<file path="config.mk">
export PLATFORM = sky130hd
export DESIGN_NAME = fp_mul_pipe
export DESIGN_NICKNAME = d
export VERILOG_FILES = /design/src/rtl/fp_pkg.sv /design/src/rtl/fp_norm_round.sv /design/src/rtl/fp_mul_pipe.sv
export SDC_FILE = /design/constraint.sdc
export NUM_CORES = 1
export LEC_CHECK = 0
export CORE_MARGIN = 2
export CORE_UTILIZATION = 60
export CTS_BUF_LIST = sky130_fd_sc_hd__clkbuf_4 sky130_fd_sc_hd__clkbuf_8
export CTS_CLUSTER_DIAMETER = 120
export DETAILED_ROUTE_END_ITERATION = 10
export DONT_BUFFER_PORTS = 1
export GPL_ROUTABILITY_DRIVEN = 0
export GPL_TIMING_DRIVEN = 1
export HOLD_SLACK_MARGIN = 0.12
export PLACE_DENSITY = 0.86
export SLEW_MARGIN = 25
export SYNTH_ARGS = -nofsm -noshare
export SYNTH_HDL_FRONTEND = slang
export SYNTH_HIERARCHICAL = 1
export SYNTH_SLANG_ARGS = --single-unit
</file>
<file path="constraint.sdc">
create_clock -name clk -period 3.4 [get_ports clk]
set_input_delay 0.34 -clock clk [delete_from_list [all_inputs] [get_ports clk]]
set_output_delay 0.34 -clock clk [all_outputs]
set_load 0.005 [all_outputs]
</file>
<file path="src/rtl/fp_pkg.sv">
// Shared constants for the minifloat datapath: default format, flag bit
// positions, rounding-mode encodings and the NaN code helper.
package fp_pkg;

    localparam int EXP_W_DEF = 4;
    localparam int MAN_W_DEF = 3;
    localparam int BIAS_DEF  = 7;

    localparam int FLG_NAN  = 3;
    localparam int FLG_OVF  = 2;
    localparam int FLG_UNF  = 1;
    localparam int FLG_ZERO = 0;

    localparam logic RND_RNE   = 1'b0;
    localparam logic RND_TRUNC = 1'b1;

    // The single NaN code is the "negative zero" pattern with mantissa zero.
    function automatic logic [31:0] nan_code(input int w);
        return 32'h1 << (w - 1);
    endfunction

endpackage

</file>
<file path="src/rtl/fp_norm_round.sv">
// Normalise, round, saturate and pack a raw minifloat product into the
// encoded word plus its exception flags. Purely combinational.
module fp_norm_round
    import fp_pkg::*;
#(
    parameter int EXP_W = EXP_W_DEF,
    parameter int MAN_W = MAN_W_DEF
) (
    input  logic                   sign,
    input  logic [EXP_W+1:0]       exp_sum,
    input  logic [2*MAN_W+1:0]     mant_prod,
    input  logic                   rnd_mode,
    input  logic                   is_nan,
    input  logic                   is_zero,
    output logic [EXP_W+MAN_W:0]   result,
    output logic [3:0]             flags
);

    localparam int PW = 2 * MAN_W + 2;
    localparam int EW = EXP_W + 2;
    localparam int W  = 1 + EXP_W + MAN_W;

    localparam logic [W-1:0]         NAN_CODE = W'(nan_code(W));
    localparam logic signed [EW-1:0] EMAX     = EW'((1 << EXP_W) - 1);
    localparam logic signed [EW-1:0] EMIN     = EW'(1);

    function automatic logic round_inc(input logic rnd, input logic lsb,
                                       input logic guard, input logic sticky);
        return (rnd == RND_RNE) && guard && (sticky || lsb);
    endfunction

    function automatic logic [W-1:0] sat_max(input logic s);
        return {s, {(W-1){1'b1}}};
    endfunction

    logic                   shift;
    logic [PW-1:0]          norm;
    logic [MAN_W-1:0]       mant_t;
    logic                   guard;
    logic                   sticky;
    logic                   inc;
    logic [MAN_W:0]         mant_r;
    logic signed [EW-1:0]   e_fin;

    // Leading one ends up at the top bit; everything below the kept
    // mantissa becomes guard + sticky.
    assign shift  = mant_prod[PW-1];
    assign norm   = shift ? mant_prod : (mant_prod << 1);
    assign mant_t = norm[PW-2 -: MAN_W];
    assign guard  = norm[PW-2-MAN_W];
    assign sticky = |norm[PW-3-MAN_W:0];
    assign inc    = round_inc(rnd_mode, mant_t[0], guard, sticky);
    assign mant_r = {1'b0, mant_t} + (MAN_W+1)'(inc);
    assign e_fin  = $signed(exp_sum) + $signed(EW'(shift)) + $signed(EW'(mant_r[MAN_W]));

    always_comb begin
        result = '0;
        flags  = '0;
        if (is_nan) begin
            result          = NAN_CODE;
            flags[FLG_NAN]  = 1'b1;
        end else if (is_zero) begin
            flags[FLG_ZERO] = 1'b1;
        end else if (e_fin < EMIN) begin
            flags[FLG_UNF]  = 1'b1;
            flags[FLG_ZERO] = 1'b1;
        end else if (e_fin > EMAX) begin
            result          = sat_max(sign);
            flags[FLG_OVF]  = 1'b1;
        end else begin
            result = {sign, e_fin[EXP_W-1:0], mant_r[MAN_W-1:0]};
        end
    end

endmodule

</file>
<file path="src/rtl/fp_mul_pipe.sv">
// Two-stage pipelined minifloat multiplier with valid/ready streaming,
// per-result exception flags and sticky status.
module fp_mul_pipe
    import fp_pkg::*;
#(
    parameter int EXP_W = EXP_W_DEF,
    parameter int MAN_W = MAN_W_DEF,
    parameter int BIAS  = BIAS_DEF,
    localparam int W    = 1 + EXP_W + MAN_W
) (
    input  logic         clk,
    input  logic         rst_n,
    input  logic         in_valid,
    output logic         in_ready,
    input  logic [W-1:0] a,
    input  logic [W-1:0] b,
    input  logic         rnd_mode,
    output logic         out_valid,
    input  logic         out_ready,
    output logic [W-1:0] result,
    output logic [3:0]   out_flags,
    input  logic         flag_clr,
    output logic [3:0]   sticky_flags
);

    localparam int EW = EXP_W + 2;
    localparam int PW = 2 * MAN_W + 2;

    localparam logic [W-1:0]         NAN_CODE = W'(nan_code(W));
    localparam logic signed [EW-1:0] BIAS_S   = EW'(BIAS);

    logic [EXP_W-1:0]      e_a, e_b;
    logic signed [EW-1:0]  exp_sum_c;
    logic [PW-1:0]         prod_c;

    assign e_a       = a[W-2 -: EXP_W];
    assign e_b       = b[W-2 -: EXP_W];
    assign exp_sum_c = $signed({2'b00, e_a}) + $signed({2'b00, e_b}) - BIAS_S;
    assign prod_c    = PW'({1'b1, a[MAN_W-1:0]}) * PW'({1'b1, b[MAN_W-1:0]});

    logic                  vld_p1, vld_p2;
    logic                  sign_p1, rnd_p1, nan_p1, zero_p1;
    logic signed [EW-1:0]  exp_p1;
    logic [PW-1:0]         prod_p1;
    logic                  adv2;
    logic [W-1:0]          res_c;
    logic [3:0]            flg_c;

    assign adv2      = !vld_p2 || out_ready;
    assign in_ready  = !vld_p1 || adv2;
    assign out_valid = vld_p2;

    // ---- stage 1: decode, classify, exponent sum, mantissa product ----
    always_ff @(posedge clk or negedge rst_n) begin
        if (!rst_n)
            vld_p1 <= 1'b0;
        else if (in_ready)
            vld_p1 <= in_valid;
    end

    always_ff @(posedge clk) begin
        if (in_ready && in_valid) begin
            sign_p1 <= a[W-1] ^ b[W-1];
            nan_p1  <= (a == NAN_CODE) || (b == NAN_CODE);
            zero_p1 <= (e_a == '0) || (e_b == '0);
            rnd_p1  <= rnd_mode;
            exp_p1  <= exp_sum_c;
            prod_p1 <= prod_c;
        end
    end

    fp_norm_round #(
        .EXP_W (EXP_W),
        .MAN_W (MAN_W)
    ) u_norm_round (
        .sign      (sign_p1),
        .exp_sum   (exp_p1),
        .mant_prod (prod_p1),
        .rnd_mode  (rnd_p1),
        .is_nan    (nan_p1),
        .is_zero   (zero_p1),
        .result    (res_c),
        .flags     (flg_c)
    );

    // ---- stage 2: normalise/round/pack result drives the outputs ----
    always_ff @(posedge clk or negedge rst_n) begin
        if (!rst_n) begin
            vld_p2    <= 1'b0;
            result    <= '0;
            out_flags <= '0;
        end else if (adv2) begin
            vld_p2 <= vld_p1;
            if (vld_p1) begin
                result    <= res_c;
                out_flags <= flg_c;
            end
        end
    end

    // Clear first, then OR in the handshake's flags so new flags survive a clear.
    always_ff @(posedge clk or negedge rst_n) begin
        if (!rst_n)
            sticky_flags <= '0;
        else
            sticky_flags <= (flag_clr ? 4'b0000 : sticky_flags)
                          | ({4{out_valid && out_ready}} & out_flags);
    end

endmodule

</file>
==> results of run 1 <==
[power by group through the flow]
stage / sequential (mW) / clock, mW / combinational [mW]
finish: 0.587 / 0.295 / 0.267
global placement: 0.592 / 0 / 0.247
floorplan: 0.571 / 0 / 0.237
global route: 0.597 / 0.326 / 0.300
detailed placement: 0.597 / 0 / 0.262
CTS: 0.588 / 0.303 / 0.270
[state kept, by name, summed over array words and instances (netlist names), 4 cells and up]
| register | count |
|---|---|
| exp_p1 | 6 |
| sticky_flags | 4 |
| prod_p1 | 8 |
| out_flags | 4 |
| result | 8 |
[kinds of logic after synthesis]
family,Yosys count,share of synthesized area
flip-flops,36,0.424
XOR/XNOR,13,0.0567
adder cells (fa/ha/maj),27,0.167
buffers and inverters,30,0.0615
AND/OR/NAND/NOR,43,0.113
multiplexers,15,0.0877
AO/OA/AOI/OAI,35,0.0909
[final timing paths]
path | slack, ns | to | from | depth (start not counted)
setup / recovery | 0.37 | result[7]$_DFFE_PN0P_ | prod_p1[7]$_DFFE_PP_ | 12
hold / removal | 0.14 | sticky_flags[2]$_DFF_PN0_ | flag_clr | 1
setup reg to reg | 0.37 | result[7]$_DFFE_PN0P_ | prod_p1[7]$_DFFE_PP_ | 12
hold reg to reg | 0.51 | out_valid$_DFFE_PN0P_ | vld_p1$_DFFE_PN0N_ | 1
max in group asynchronous | 2.35 | result[5]$_DFFE_PN0P_ | rst_n | 1
min in group asynchronous | 0.57 | out_flags[0]$_DFFE_PN0P_ | rst_n | 1
[layer usage]
metal	track usage	wire (µm)	part of all wire	up-vias
li1	-	-	-	695
met1	0.217	1570	0.43	669
met2	0.326	1850	0.50	50
met3	0.0477	193	0.052	5
met4	0.0791	71	0.019	0
met5	0	0	0	-
[per-stage QoR]
step / worst slack [ns] / std cells / total power, mW / area [µm²] / utilization
final: 0.368 / 251 / 1.15 / 2450 / 0.659
after floorplan: 0.612 / 199 / 0.809 / 2340 / -
after global placement: 0.558 / 242 / 0.839 / 2350 / 0.632
after detailed placement: 0.417 / 242 / 0.859 / 2350 / 0.632
after global routing: 0.105 / 251 / 1.22 / 2450 / 0.659
after CTS: 0.365 / 251 / 1.16 / 2450 / 0.659
[layout by cell type (no fill, tap or decap), drive strengths merged, types with 2 or more instances in the layout]
cell type	instances
a21o	3
and2	9
edfxtp	18
nor2	4
nand2	3
fa	7
inv	25
xnor2	8
nand4	2
clkbuf	7
ha	20
a31oi	3
nor3	3
dfrtp	18
xor2	5
or2	2
o21ai	8
nand3	7
a21oi	14
a211oi	2
nand2b	5
mux2	14
[area by class of cell]
class	instances	area [µm²]
multi-input cells	133	1200
repair buffers	1	10.0
flip-flops and latches	36	991
inverters	25	93.8
well taps	48	60.1
fillers	279	1270
clock buffers	7	83.8
clock inverters	1	3.75
[timing repair]
action | in CTS | in global routing
hold buffers | 1 | 0
endpoints found under the hold margin | 18 | 0
setup endpoints to repair | 0 | 0
==> impl_metrics.py, run 1 <==
metrics = {
    "global_routing": {
        "antenna_found_initial": 0,
        "grt_max_degree": 19,
        "grt_pass1_vias": 1464,
        "grt_usage": 0.187,
        "overflow": 0,
        "grt_pass1_wl_um": 6260,
    },
    "die": {
        "die_height_um": 66.4,
        "initial_core_util": 0.630,
        "pin_count": 40,
        "core_area_mm2": 0.00372,
        "row_count": 22,
        "die_w_um": 66.4,
        "die-area_mm2": 0.00441,
    },
    "logic_synthesis": {
        "syn_area_mm2": 0.00234,
        "synth_top_cell_by_area": "edfxtp_1",
        "postSynthAreaPerCell_um2": 11.8,
        "yosysMostFrequentCell": "inv_1",
        "yosys_warnings": 6,
        "synth_nets": 248,
        "async_flop_share": 0.500,
        "synth_edf_count": 18,
        "synth_area_leaders": "edfxtp_1 (23%), dfrtp_1 (19%), ha_1 (11%)",
        "ys_ff_latch": 36,
        "postSynthCellCount": 199,
        "ys_top_cells_by_count": "inv_1 (25), ha_1 (20), dfrtp_1 (18), edfxtp_1 (18), a21oi_1 (14)",
        "synth_ff_type": "edfxtp_1",
        "yosysTopAreaCellShare": 0.231,
        "synth.distinct_cells": 45,
        "ys_seq_area_frac": 0.424,
    },
    "routing": {
        "ant_nets": 0,
        "wl_um": 3690,
        "drt_iter0_markers": 71,
        "viasPerCell": 5.65,
        "wire_per_inst_um": 14.7,
        "dr.pass1.iters": 4,
        "vias": 1419,
        "post-route-drc-count": 0,
    },
    "sta": {
        "worst_pin_slew_ns": 0.764,
        "period_share": 0.892,
        "slew_violations": 0,
        "rsz0062_at_grt": "no",
        "hold-worst-slack_ns": 0.142,
        "fin_setup_tns_ns": 0,
        "period_needed_ns": 3.03,
        "hold_violations": 0,
        "setup_violations": 0,
        "max_slew_margin": 0.489,
        "finClkSkew_ns": 0.00439,
        "max_freq_mhz": 330,
    },
    "cts": {
        "insertion_delay_ns": 0.28,
        "cts_made_buffers": 5,
        "numClockSinks": 36,
        "clockRootBuffer": "clkbuf_8",
        "clockBufferDepth": 2,
        "cts_tree": "done",
        "path_clk_slew_ns": 0.07,
        "post-cts-setup-buffers": 0,
        "cts_resized": 0,
        "h-tree-depth": 2,
    },
    "min_path": {
        "min_path_type": "input port to flip-flop",
    },
    "power": {
        "seqPwrFrac": 0.511,
        "switchingPower_uw": 325,
        "comb_power_share": 0.232,
        "internal-power_uw": 824,
        "ir_worst_vdd_mv": 0.166,
        "clock_power_share": 0.257,
        "leakage_nw": 1.10,
        "p_per_area_mw_per_mm2": 470,
        "swShare": 0.283,
    },
    "final_layout": {
        "area_growth_pct": 4.60,
        "n_antenna_cell": 0,
        "nets": 251,
        "drive_above_1_share": 0.138,
    },
    "worst_setup_path": {
        "cp_top_family": "simple AND/OR/NAND/NOR gates",
        "cp-end-kind": "flip-flop",
        "cpPeakStageDelay_ns": 0.49,
        "crit_fanout": 8,
        "slowest_stage": "edfxtp_1",
        "critPathBufInv": 1,
        "critPathRequiredTime_ns": 3.57,
        "startpoint_type": "flip-flop",
        "worstPathCellList": "mux2i_1 > nor2_1 > nand3_1 > fa_1 > inv_1 > ha_1 > nand3_2 > xor2_4 > nand3_2 > or2_1 > a41o_1 > mux2_2",
        "cp_common_cell": "nand3_2",
        "cp.arrival_ns": 3.20,
        "worstSetupPathType": "flip-flop to flip-flop",
    },
    "place": {
        "dpl.hpwl_um": 2970,
        "port-buffer-count": 0,
    },
    "outcome": {
        "status": "finished clean",
    },
    "flow_run": {
        "drv_cap": 0,
    },
}
No activity file was read; power rests on OpenSTA's default activity.
==> inputs of run 2 (changes only) <==
RECOVER_POWER = 100   (was default)
==> run 2 against run 1 <==
Total power fell by 1.3%. Cell count did not move. Clock power barely moved. Critical path type unchanged. Critical endpoint unchanged. Largest cell class unchanged.
==> impl_metrics.py, run 2 (same netlist as run 1, synthesis figures left out) <==
metrics = {
    "final_layout": {
        "final_cell_mix": "inv_1 (25), ha_1 (20), edfxtp_1 (18), dfrtp_1 (18), a21oi_1 (14)",
        "fillCellCount": 295,
        "nets": 251,
        "area_growth_pct": 3.15,
        "drive_above_1_share": 0.0936,
        "n_antenna_cell": 0,
        "final_common_cell": "inv_1",
        "final_cells": 251,
        "reg_top3": "prod_p1 (8), result (8), exp_p1 (6)",
    },
    "routing": {
        "viasPerCell": 5.61,
        "post-route-drc-count": 0,
        "wl_um": 3710,
        "vias": 1408,
        "drt_iter0_markers": 47,
        "wire_per_inst_um": 14.8,
        "ant_nets": 0,
        "dr.max_layer_used": "met4",
        "wl_met1_um": 1590,
        "dr.pass1.iters": 4,
        "dr_wl_met2_um": 1840,
        "wl_met3_um": 218,
    },
    "min_path": {
        "min_path_type": "input port to flip-flop",
        "hold_depth": 1,
    },
    "power": {
        "p_per_area_mw_per_mm2": 470,
        "seqPwrFrac": 0.517,
        "internal-power_uw": 812,
        "comb_power_share": 0.221,
        "switchingPower_uw": 323,
        "ir_worst_vdd_mv": 0.166,
        "swShare": 0.285,
        "clock_power_share": 0.262,
        "leakage_nw": 1.08,
    },
    "worst_setup_path": {
        "crit_cells": 12,
        "cp_common_cell": "nand3_1",
        "worstPathCellList": "mux2i_1 > nor2_1 > nand3_1 > fa_1 > inv_1 > ha_1 > nand3_2 > xor2_4 > nand3_1 > or2_0 > a41o_1 > mux2_2",
        "cp.arrival_ns": 3.26,
        "critPathRequiredTime_ns": 3.57,
        "r2r_cells": 12,
        "critPathBufInv": 1,
        "worstSetupPathType": "flip-flop to flip-flop",
        "slowest_stage": "edfxtp_1",
        "cp-end-kind": "flip-flop",
        "startpoint_type": "flip-flop",
        "crit_fanout": 8,
        "cpPeakStageDelay_ns": 0.49,
        "cp_top_family": "simple AND/OR/NAND/NOR gates",
        "r2r_slack_ns": 0.31,
    },
    "flow_run": {
        "drv_cap": 0,
    },
    "cts": {
        "h-tree-depth": 2,
        "insertion_delay_ns": 0.29,
        "cts_tree": "done",
        "cts_made_buffers": 5,
        "clockBufferDepth": 2,
        "post-cts-setup-buffers": 0,
        "numClockSinks": 36,
        "cts_resized": 0,
        "ctsHoldBuffers": 1,
        "clockRootBuffer": "clkbuf_8",
        "path_clk_slew_ns": 0.06,
    },
    "sta": {
        "max_slew_margin": 0.302,
        "rsz0062_at_grt": "no",
        "period_needed_ns": 3.09,
        "setup_violations": 0,
        "max_freq_mhz": 324,
        "worst_pin_slew_ns": 1.05,
        "slew_violations": 0,
        "period_share": 0.907,
        "hold_violations": 0,
        "finClkSkew_ns": 0.00719,
        "fin_setup_tns_ns": 0,
    },
    "place": {
        "placedCellCount": 242,
        "dpl.hpwl_um": 2970,
        "port-buffer-count": 0,
    },
    "global_routing": {
        "grt_max_degree": 19,
        "overflow": 0,
        "grt_pass1_vias": 1464,
        "antenna_found_initial": 0,
        "grt_usage": 0.187,
        "grt_pass1_wl_um": 6260,
    },
    "die": {
        "die_w_um": 66.4,
        "core_area_mm2": 0.00372,
        "die-area_mm2": 0.00441,
        "row_count": 22,
        "initial_core_util": 0.630,
        "pin_count": 40,
        "die_height_um": 66.4,
    },
    "outcome": {
        "status": "finished clean",
    },
}
## run 2: cell counts in the layout (fill, tap and decap cells not counted)
Identical to the previous run, type by type.
## run 2: power groups by stage
stage / Clock [mW] / Sequential (mW) / Combinational, mW
finish: 0.297 / 0.587 / 0.251
global route: 0.326 / 0.597 / 0.284
CTS: 0.303 / 0.588 / 0.270
detailed placement: 0 / 0.597 / 0.262
global placement: 0 / 0.592 / 0.247
floorplan: 0 / 0.571 / 0.237
## run 2: per-stage QoR
step	util	total power [mW]	instance area (µm²)	setup slack [ns]	hold slack (ns)
CTS	0.659	1.16	2450	0.365	0.131
finish	0.649	1.13	2410	0.315	0.142
global placement	0.632	0.839	2350	0.558	0.0447
global route	0.649	1.21	2410	0.0614	0.131
floorplan	-	0.809	2340	0.612	0.0444
detailed placement	0.632	0.859	2350	0.417	0.0448
## run 2: worst reg2reg max path: stages, from the launching register on
cell	delay (ns)
edfxtp_1	0.49
mux2i_1	0.16
nor2_1	0.17
nand3_1	0.12
fa_1	0.40
inv_1	0.07
ha_1	0.25
nand3_2	0.16
xor2_4	0.26
nand3_1	0.15
or2_0	0.26
a41o_1	0.24
mux2_2	0.25
## run 2: path summary, 6_finish.rpt
path | to | start
max in group asynchronous | vld_p1$_DFFE_PN0N_ | rst_n
min reg2reg | out_valid$_DFFE_PN0P_ | vld_p1$_DFFE_PN0N_
min | sticky_flags[2]$_DFF_PN0_ | flag_clr
max reg2reg | result[7]$_DFFE_PN0P_ | prod_p1[7]$_DFFE_PP_
min in group asynchronous | result[1]$_DFFE_PN0P_ | rst_n
max | result[7]$_DFFE_PN0P_ | prod_p1[7]$_DFFE_PP_
## run 2: routing by layer
metal / vias up / track usage
met3: 5 / 0.0477
li1: 693 / -
met1: 659 / 0.217
met5: - / 0
met2: 51 / 0.326
met4: 0 / 0.0791
## run 2: layout make-up
class | instances | area [µm²] | share of cell area
multi-input combinational | 133 | 1170 | 0.485
sequential | 36 | 991 | 0.411
clock buffer | 7 | 83.8 | 0.0347
inverter | 25 | 93.8 | 0.0389
clock inverter | 1 | 3.75 | 0.00156
tap | 48 | 60.1 | 0.0249
timing repair buffer | 1 | 10.0 | 0.00415
